[config.mk]
export PLATFORM = sky130hd
export DESIGN_NAME = fifo_wr_arbiter
export DESIGN_NICKNAME = d
export VERILOG_FILES = /design/src/rtl/fifo_arb_pkg.sv /design/src/rtl/fifo_wr_arbiter_rr_pick.sv /design/src/rtl/fifo_wr_arbiter.sv
export SDC_FILE = /design/constraint.sdc
export NUM_CORES = 1
export LEC_CHECK = 0
export CAP_MARGIN = 20
export CORE_MARGIN = 3
export CORE_UTILIZATION = 31
export CTS_CLUSTER_DIAMETER = 200
export DETAILED_ROUTE_END_ITERATION = 10
export GPL_ROUTABILITY_DRIVEN = 0
export PLACE_DENSITY = 0.83
export SYNTH_ARGS = -nofsm -noshare
export SYNTH_HDL_FRONTEND = slang
export SYNTH_SLANG_ARGS = --single-unit
[constraint.sdc]
create_clock -name clock -period 3 [get_ports clock]
set_input_delay 0.3 -clock clock [delete_from_list [all_inputs] [get_ports clock]]
set_output_delay 0.3 -clock clock [all_outputs]
set_load 0.01 [all_outputs]
[src/rtl/fifo_arb_pkg.sv]
`default_nettype none
// ============================================================================
//  Module      : fifo_arb_pkg
//  Description : Shared types and helpers for the FIFO write-port arbiter.
//                - arb_state_t : arbiter state encoding (IDLE / GRANT)
//                - STAT_W      : width of the optional per-requester counters
//                - idx_width() : requester index width, clog2(n) with a
//                                minimum of 1 bit
//  Revision    : 1.0 - initial release
// ============================================================================
package fifo_arb_pkg;

    typedef enum logic [0:0] {
        IDLE  = 1'b0,
        GRANT = 1'b1
    } arb_state_t;

    localparam int STAT_W = 16;

    function automatic int idx_width(input int n);
        return (n <= 2) ? 1 : $clog2(n);
    endfunction

endpackage
`default_nettype wire

[src/rtl/fifo_wr_arbiter_rr_pick.sv]
`default_nettype none
// ============================================================================
//  Module      : rr_pick
//  Description : Combinational round-robin picker. Returns the first set bit
//                of 'valid' at or after 'start' (wrapping modulo NREQ),
//                optionally ignoring one index.
//  Ports       : valid    in  NREQ  candidate vector
//                start    in  IW    first index to consider
//                excl_en  in  1     enable exclusion of excl_idx
//                excl_idx in  IW    index to skip when excl_en=1
//                found    out 1     at least one eligible candidate
//                winner   out IW    selected index (0 when found=0)
//  Revision    : 1.0 - initial release
// ============================================================================
module rr_pick
    import fifo_arb_pkg::*;
#(
    parameter int NREQ = 4,
    parameter int IW   = idx_width(NREQ)
) (
    input  logic [NREQ-1:0] valid,
    input  logic [IW-1:0]   start,
    input  logic            excl_en,
    input  logic [IW-1:0]   excl_idx,
    output logic            found,
    output logic [IW-1:0]   winner
);

    logic [NREQ-1:0] w_excl_mask;
    logic [NREQ-1:0] w_masked;
    logic [IW:0]     w_pos;

    assign w_excl_mask = excl_en ? (NREQ'(1) << excl_idx) : '0;
    assign w_masked    = valid & ~w_excl_mask;

    // Walk offsets from the far end toward 'start' so the last hit written
    // is the closest one to 'start' in round-robin order.
    always_comb begin
        found  = 1'b0;
        winner = '0;
        w_pos  = '0;
        for (int k = NREQ - 1; k >= 0; k--) begin
            w_pos = {1'b0, start} + (IW + 1)'(k);
            if (w_pos >= (IW + 1)'(NREQ)) begin
                w_pos = w_pos - (IW + 1)'(NREQ);
            end
            if (w_masked[w_pos[IW-1:0]]) begin
                found  = 1'b1;
                winner = w_pos[IW-1:0];
            end
        end
    end

endmodule
`default_nettype wire

[src/rtl/fifo_wr_arbiter.sv]
`default_nettype none
// ============================================================================
//  Module      : fifo_wr_arbiter
//  Description : Round-robin arbiter sharing one synchronous FIFO write port
//                among NREQ valid/ready producers. A grant is registered one
//                cycle after a request, held for at most BURST_MAX words, and
//                no write is issued while the FIFO is full.
//  Ports       : clock, reset (sync, active-high)
//                req_valid/req_data/req_ready : producer handshakes
//                fifo_full/fifo_wn/fifo_datain : FIFO write port
//                grant_valid/grant_id          : current grant holder
//                stat_sel/stat_count           : accepted-word counters,
//                                                only with FIFO_ARB_STATS_EN
//  Options     : `define FIFO_ARB_STATS_EN to add 16-bit saturating
//                per-requester accepted-word counters.
//  Revision    : 1.0 - initial release
// ============================================================================
module fifo_wr_arbiter
    import fifo_arb_pkg::*;
#(
    parameter int NREQ      = 4,
    parameter int DW        = 32,
    parameter int BURST_MAX = 4
) (
    input  logic                         clock,
    input  logic                         reset,
    input  logic [NREQ-1:0]              req_valid,
    input  logic [NREQ*DW-1:0]           req_data,
    output logic [NREQ-1:0]              req_ready,
    input  logic                         fifo_full,
    output logic                         fifo_wn,
    output logic [DW-1:0]                fifo_datain,
    output logic                         grant_valid,
    output logic [idx_width(NREQ)-1:0]   grant_id
`ifdef FIFO_ARB_STATS_EN
    ,
    input  logic [idx_width(NREQ)-1:0]   stat_sel,
    output logic [STAT_W-1:0]            stat_count
`endif
);

    localparam int             c_iw         = idx_width(NREQ);
    localparam logic [c_iw-1:0] c_last_idx  = c_iw'(NREQ - 1);
    localparam logic [3:0]      c_burst_last = 4'(BURST_MAX - 1);

    arb_state_t      r_state;
    logic [c_iw-1:0] r_grant_id;
    logic [c_iw-1:0] r_last_ptr;
    logic [3:0]      r_burst_cnt;

    logic            w_in_grant;
    logic            w_holder_valid;
    logic            w_xfer;
    logic            w_burst_rel;
    logic            w_release;
    logic [c_iw-1:0] w_start;
    logic            w_found;
    logic [c_iw-1:0] w_winner;

    function automatic logic [c_iw-1:0] f_next(input logic [c_iw-1:0] p);
        return (p == c_last_idx) ? '0 : p + 1'b1;
    endfunction

    assign w_in_grant     = (r_state == GRANT);
    assign w_holder_valid = req_valid[r_grant_id];
    assign w_xfer         = w_in_grant & w_holder_valid & ~fifo_full & ~reset;
    assign w_burst_rel    = w_xfer & (r_burst_cnt == c_burst_last);
    assign w_release      = w_in_grant & (~w_holder_valid | w_burst_rel);

    // One picker serves both paths: from IDLE the search starts after the
    // last released holder; from GRANT it starts after the current holder.
    assign w_start = w_in_grant ? f_next(r_grant_id) : f_next(r_last_ptr);

    rr_pick #(
        .NREQ (NREQ),
        .IW   (c_iw)
    ) u_pick (
        .valid    (req_valid),
        .start    (w_start),
        .excl_en  (w_burst_rel),
        .excl_idx (r_grant_id),
        .found    (w_found),
        .winner   (w_winner)
    );

    always_ff @(posedge clock) begin
        if (reset) begin
            r_state     <= IDLE;
            r_grant_id  <= '0;
            r_last_ptr  <= c_last_idx;
            r_burst_cnt <= '0;
        end else begin
            case (r_state)
                IDLE: begin
                    if (w_found) begin
                        r_state     <= GRANT;
                        r_grant_id  <= w_winner;
                        r_burst_cnt <= '0;
                    end
                end
                GRANT: begin
                    if (w_release) begin
                        r_last_ptr  <= r_grant_id;
                        r_burst_cnt <= '0;
                        if (w_found) begin
                            r_grant_id <= w_winner;
                        end else if (!w_burst_rel) begin
                            r_state <= IDLE;
                        end
                        // Burst release with no other candidate: the holder
                        // keeps the grant with a fresh burst count.
                    end else if (w_xfer) begin
                        r_burst_cnt <= r_burst_cnt + 1'b1;
                    end
                end
                default: r_state <= IDLE;
            endcase
        end
    end

    always_comb begin
        req_ready   = '0;
        fifo_datain = '0;
        for (int i = 0; i < NREQ; i++) begin
            if (w_in_grant && (r_grant_id == c_iw'(i))) begin
                req_ready[i] = ~fifo_full & ~reset;
                fifo_datain  = req_data[i*DW +: DW];
            end
        end
    end

    assign fifo_wn     = w_xfer;
    assign grant_valid = w_in_grant;
    assign grant_id    = r_grant_id;

`ifdef FIFO_ARB_STATS_EN
    logic [STAT_W-1:0] r_stat_cnt [NREQ];

    always_ff @(posedge clock) begin
        if (reset) begin
            for (int i = 0; i < NREQ; i++) begin
                r_stat_cnt[i] <= '0;
            end
        end else if (w_xfer && (r_stat_cnt[r_grant_id] != '1)) begin
            r_stat_cnt[r_grant_id] <= r_stat_cnt[r_grant_id] + 1'b1;
        end
    end

    assign stat_count = r_stat_cnt[stat_sel];
`endif

endmodule
`default_nettype wire

==> reports/metrics.yaml <==
worst_setup_path:
  crit_chain: "inv_1 -> ha_1 -> and3b_1 -> buf_6 -> a22oi_1 -> nand2_1 -> o21ai_0 -> o21ai_0 -> clkdlybuf4s50_1"
  cp_max_fo: 22
  reg2reg_slack_ps: 340
  reg2reg_depth: 8
  critPathMaxStageDelay_ps: 590
  worstPathRequired_ps: 2700
  cp.arrival_ps: 2470
  r2r_end: "r_burst_cnt[3]$_SDFFE_PP0P_"
  cp-start-kind: "flop"
  cp_common_cell: "o21ai_0"
  crit-reg2reg-launch: "grant_id[0]$_SDFFE_PP0P_"
  criticalPathCategory: "reg -> out"
  path_buf_inv: 3
  critPathSlowestCell: "clkdlybuf4s50_1"
  path_delay_family: "buffers and inverters"
  endpoint_kind: "output pin"
detailed_routing:
  wl_um: 8490
  drtPass1Iterations: 5
  routedWlPerCell_um: 16.3
  drcViolationCount: 0
  viasPerCell: 5.28
  vias: 2744
  drtIter0Drc: 149
  ant_nets: 0
sta:
  slew_headroom_pct: 71.1
  fmax_mhz: 360
  min_period_over_period_pct: 92.5
  rsz0062_at_grt: "no"
  setup_tns_ps: 0
  min_period_ps: 2770
  worst_clock_skew_ps: 3.57
  setup_viol: 0
  slew_viol_final: 0
  hold_viol: 0
  worst_slew_pin_slew_ps: 433
logic_synthesis:
  netlist_instances: 287
  synth_fa_ha_area_share_pct: 4.18
  syn_area_um2: 1800
  ys_seq_elements: 9
  syn_nets: 428
  synth_compound_area_share_pct: 47.1
  synth_edf_count: 0
  syn_area_per_cell_um2: 6.26
  synthMuxAreaShare_pct: 3.55
  synthArstFlopShare_pct: 0
  yosys.area_share.simple_pct: 27.9
  ys_types: 51
  synth_top_family_by_area: "compound AO/OA/AOI/OAI gates"
  synth-seq-area-share_pct: 10.0
  ys.flop_type: "dfxtp_1"
  yosys_warnings: 0
  synth_xor_xnor_area_share_pct: 0
die:
  initial_core_util_pct: 32.2
  num_io_pins: 175
  core-area_um2: 5570
  rows: 27
  die_width_um: 82.1
  die_area_um2: 6750
  die_y_um: 82.1
placement:
  port_buffers: 174
  dp_hpwl_um: 6960
  dp_cells: 516
  place_area_um2: 3610
global_routing:
  grt-ovfl-total: 0
  grt_pass1_wl_um: 12000
  antenna_found_initial: 0
  grt_max_degree: 65
  grt_pass1_vias: 2331
  grt_usage_pct: 22.8
clock_network:
  postCtsSetupRepairBufs: 0
  clk_latency_ps: 240
  cts_root_buffer: "clkbuf_8"
  ctsHtreeMaxLevel: 1
  clkTransAtPathRegs_ps: 50
  clock_sinks: 9
  cts_buffers: 3
  cts_tree: "built"
  cts_buffer_depth: 2
final_layout:
  seq_area_um2: 183
  final_util_pct: 65.7
  nFillCells: 490
  post_route_cells_drive_above_1_share_pct: 6.70
  fin_nets: 590
  multiInputGateArea_um2: 1490
  stdcell_area_um2: 3660
  stdcell_count: 520
  diodes: 0
  area_growth_pct: 104
hold_path:
  hold_end: "r_burst_cnt[1]$_SDFFE_PP0P_"
  hold_path.class: "reg -> reg"
  min-delay-start: "r_burst_cnt[1]$_SDFFE_PP0P_"
  worstHoldPathCells: 2
pwr:
  power.density_nw_per_um2: 414
  peakVddDrop_v: 0.000401
  leakage_nw: 1.42
  power_mw: 1.52
outcome:
  status: "complete, no violations"
flow_run:
  drv_cap: 0
[state kept, by name, indices dropped and copies added (netlist names)]
register,cells
grant_valid,1
grant_id,2
r_burst_cnt,4
r_last_ptr,2
[cell usage in the layout (no fill, tap or decap), types with 3 or more instances in the layout]
cell type          n
dfxtp_1            7
nand2_1           74
mux2i_1            3
a21oi_1            5
buf_4              6
clkdlybuf4s50_1  174
a22oi_1           33
inv_1              5
ha_1               6
nor2_1             4
o21ai_0           66
and2_1             7
clkbuf_8           3
o2111ai_1          3
[cells in the mapped netlist, drive strengths merged, types with 4 or more instances]
cell	instances	area [um^2]
nand2	75	282
buf	5	32.5
clkbuf	21	78.8
nor2	4	15.0
and2	8	50.1
inv	5	18.8
a22oi	33	248
o21ai	68	344
a21oi	5	25.0
dfxtp	9	180
ha	6	75.1
[power breakdown]
group / internal (mW) / switching, mW / total [mW] / leakage, nW
Combinational: 0.673 / 0.537 / 1.21 / 1.33
Sequential: 0.136 / 0.0242 / 0.160 / 0.0745
Clock: 0.0933 / 0.0561 / 0.149 / 0.0228
[layer usage]
| layer | up-vias | routed length [um] | GRT usage [%] |
|---|---|---|---|
| met5 | - | 0 | 0 |
| met4 | 0 | 70 | 5.32 |
| met3 | 8 | 694 | 4.34 |
| met2 | 106 | 4490 | 40.9 |
| met1 | 1254 | 3230 | 28.0 |
| li1 | 1376 | - | - |
[final cells by class]
| type | instances | share of cell area [%] |
|---|---|---|
| tap | 72 | 2.46 |
| inverter | 5 | 0.512 |
| clock buffer | 4 | 1.23 |
| multi-input combinational | 247 | 40.7 |
| sequential | 9 | 4.98 |
| timing repair buffer | 183 | 50.2 |
[per-stage QoR]
step                setup WS [ps]  hold WS [ps]
floorplan                     481           457
global placement              363           477
detailed placement            298           484
CTS                          82.8           490
global route                 51.0           522
finish                        226           493
[worst max-delay path by stage]
stage	startpoint	end	slack [ps]	cells past startpoint
after detailed placement	req_valid[3]	grant_id[0]$_SDFFE_PP0P_	300	8
after global placement	req_valid[3]	r_burst_cnt[2]$_SDFFE_PP0P_	360	8
after global routing	grant_id[0]$_SDFFE_PP0P_	fifo_datain[15]	50	9
final	grant_id[1]$_SDFFE_PP0P_	fifo_datain[16]	230	9
after floorplan	grant_id[0]$_SDFFE_PP0P_	r_burst_cnt[2]$_SDFFE_PP0P_	480	9
after CTS	grant_id[1]$_SDFFE_PP0P_	fifo_datain[16]	80	9
[cell families (layout without fill, tap and decap cells)]
kind of cell	count (synthesis)	after routing
buffers and inverters	31	192
AO/OA/AOI/OAI	129	129
multiplexers	5	5
AND/OR/NAND/NOR	107	107
adder cells (fa/ha/maj)	6	6
flip-flops	9	9
[timing repair]
item / CTS / global route
hold buffers: 0 / 0
gates resized for setup: 0 / 3
endpoints found under the setup margin: 0 / 13
endpoints found under the hold margin: 0 / 0
[worst register-to-register path, stage by stage (launching register included)]
cell	delay (ps)
dfxtp_2	360
inv_1	140
ha_1	250
or4b_1	450
a31oi_1	360
o21ai_1	180
or2_1	330
o22a_4	260
a311oi_2	220
Note: power is estimated with default switching activity, not from simulation.
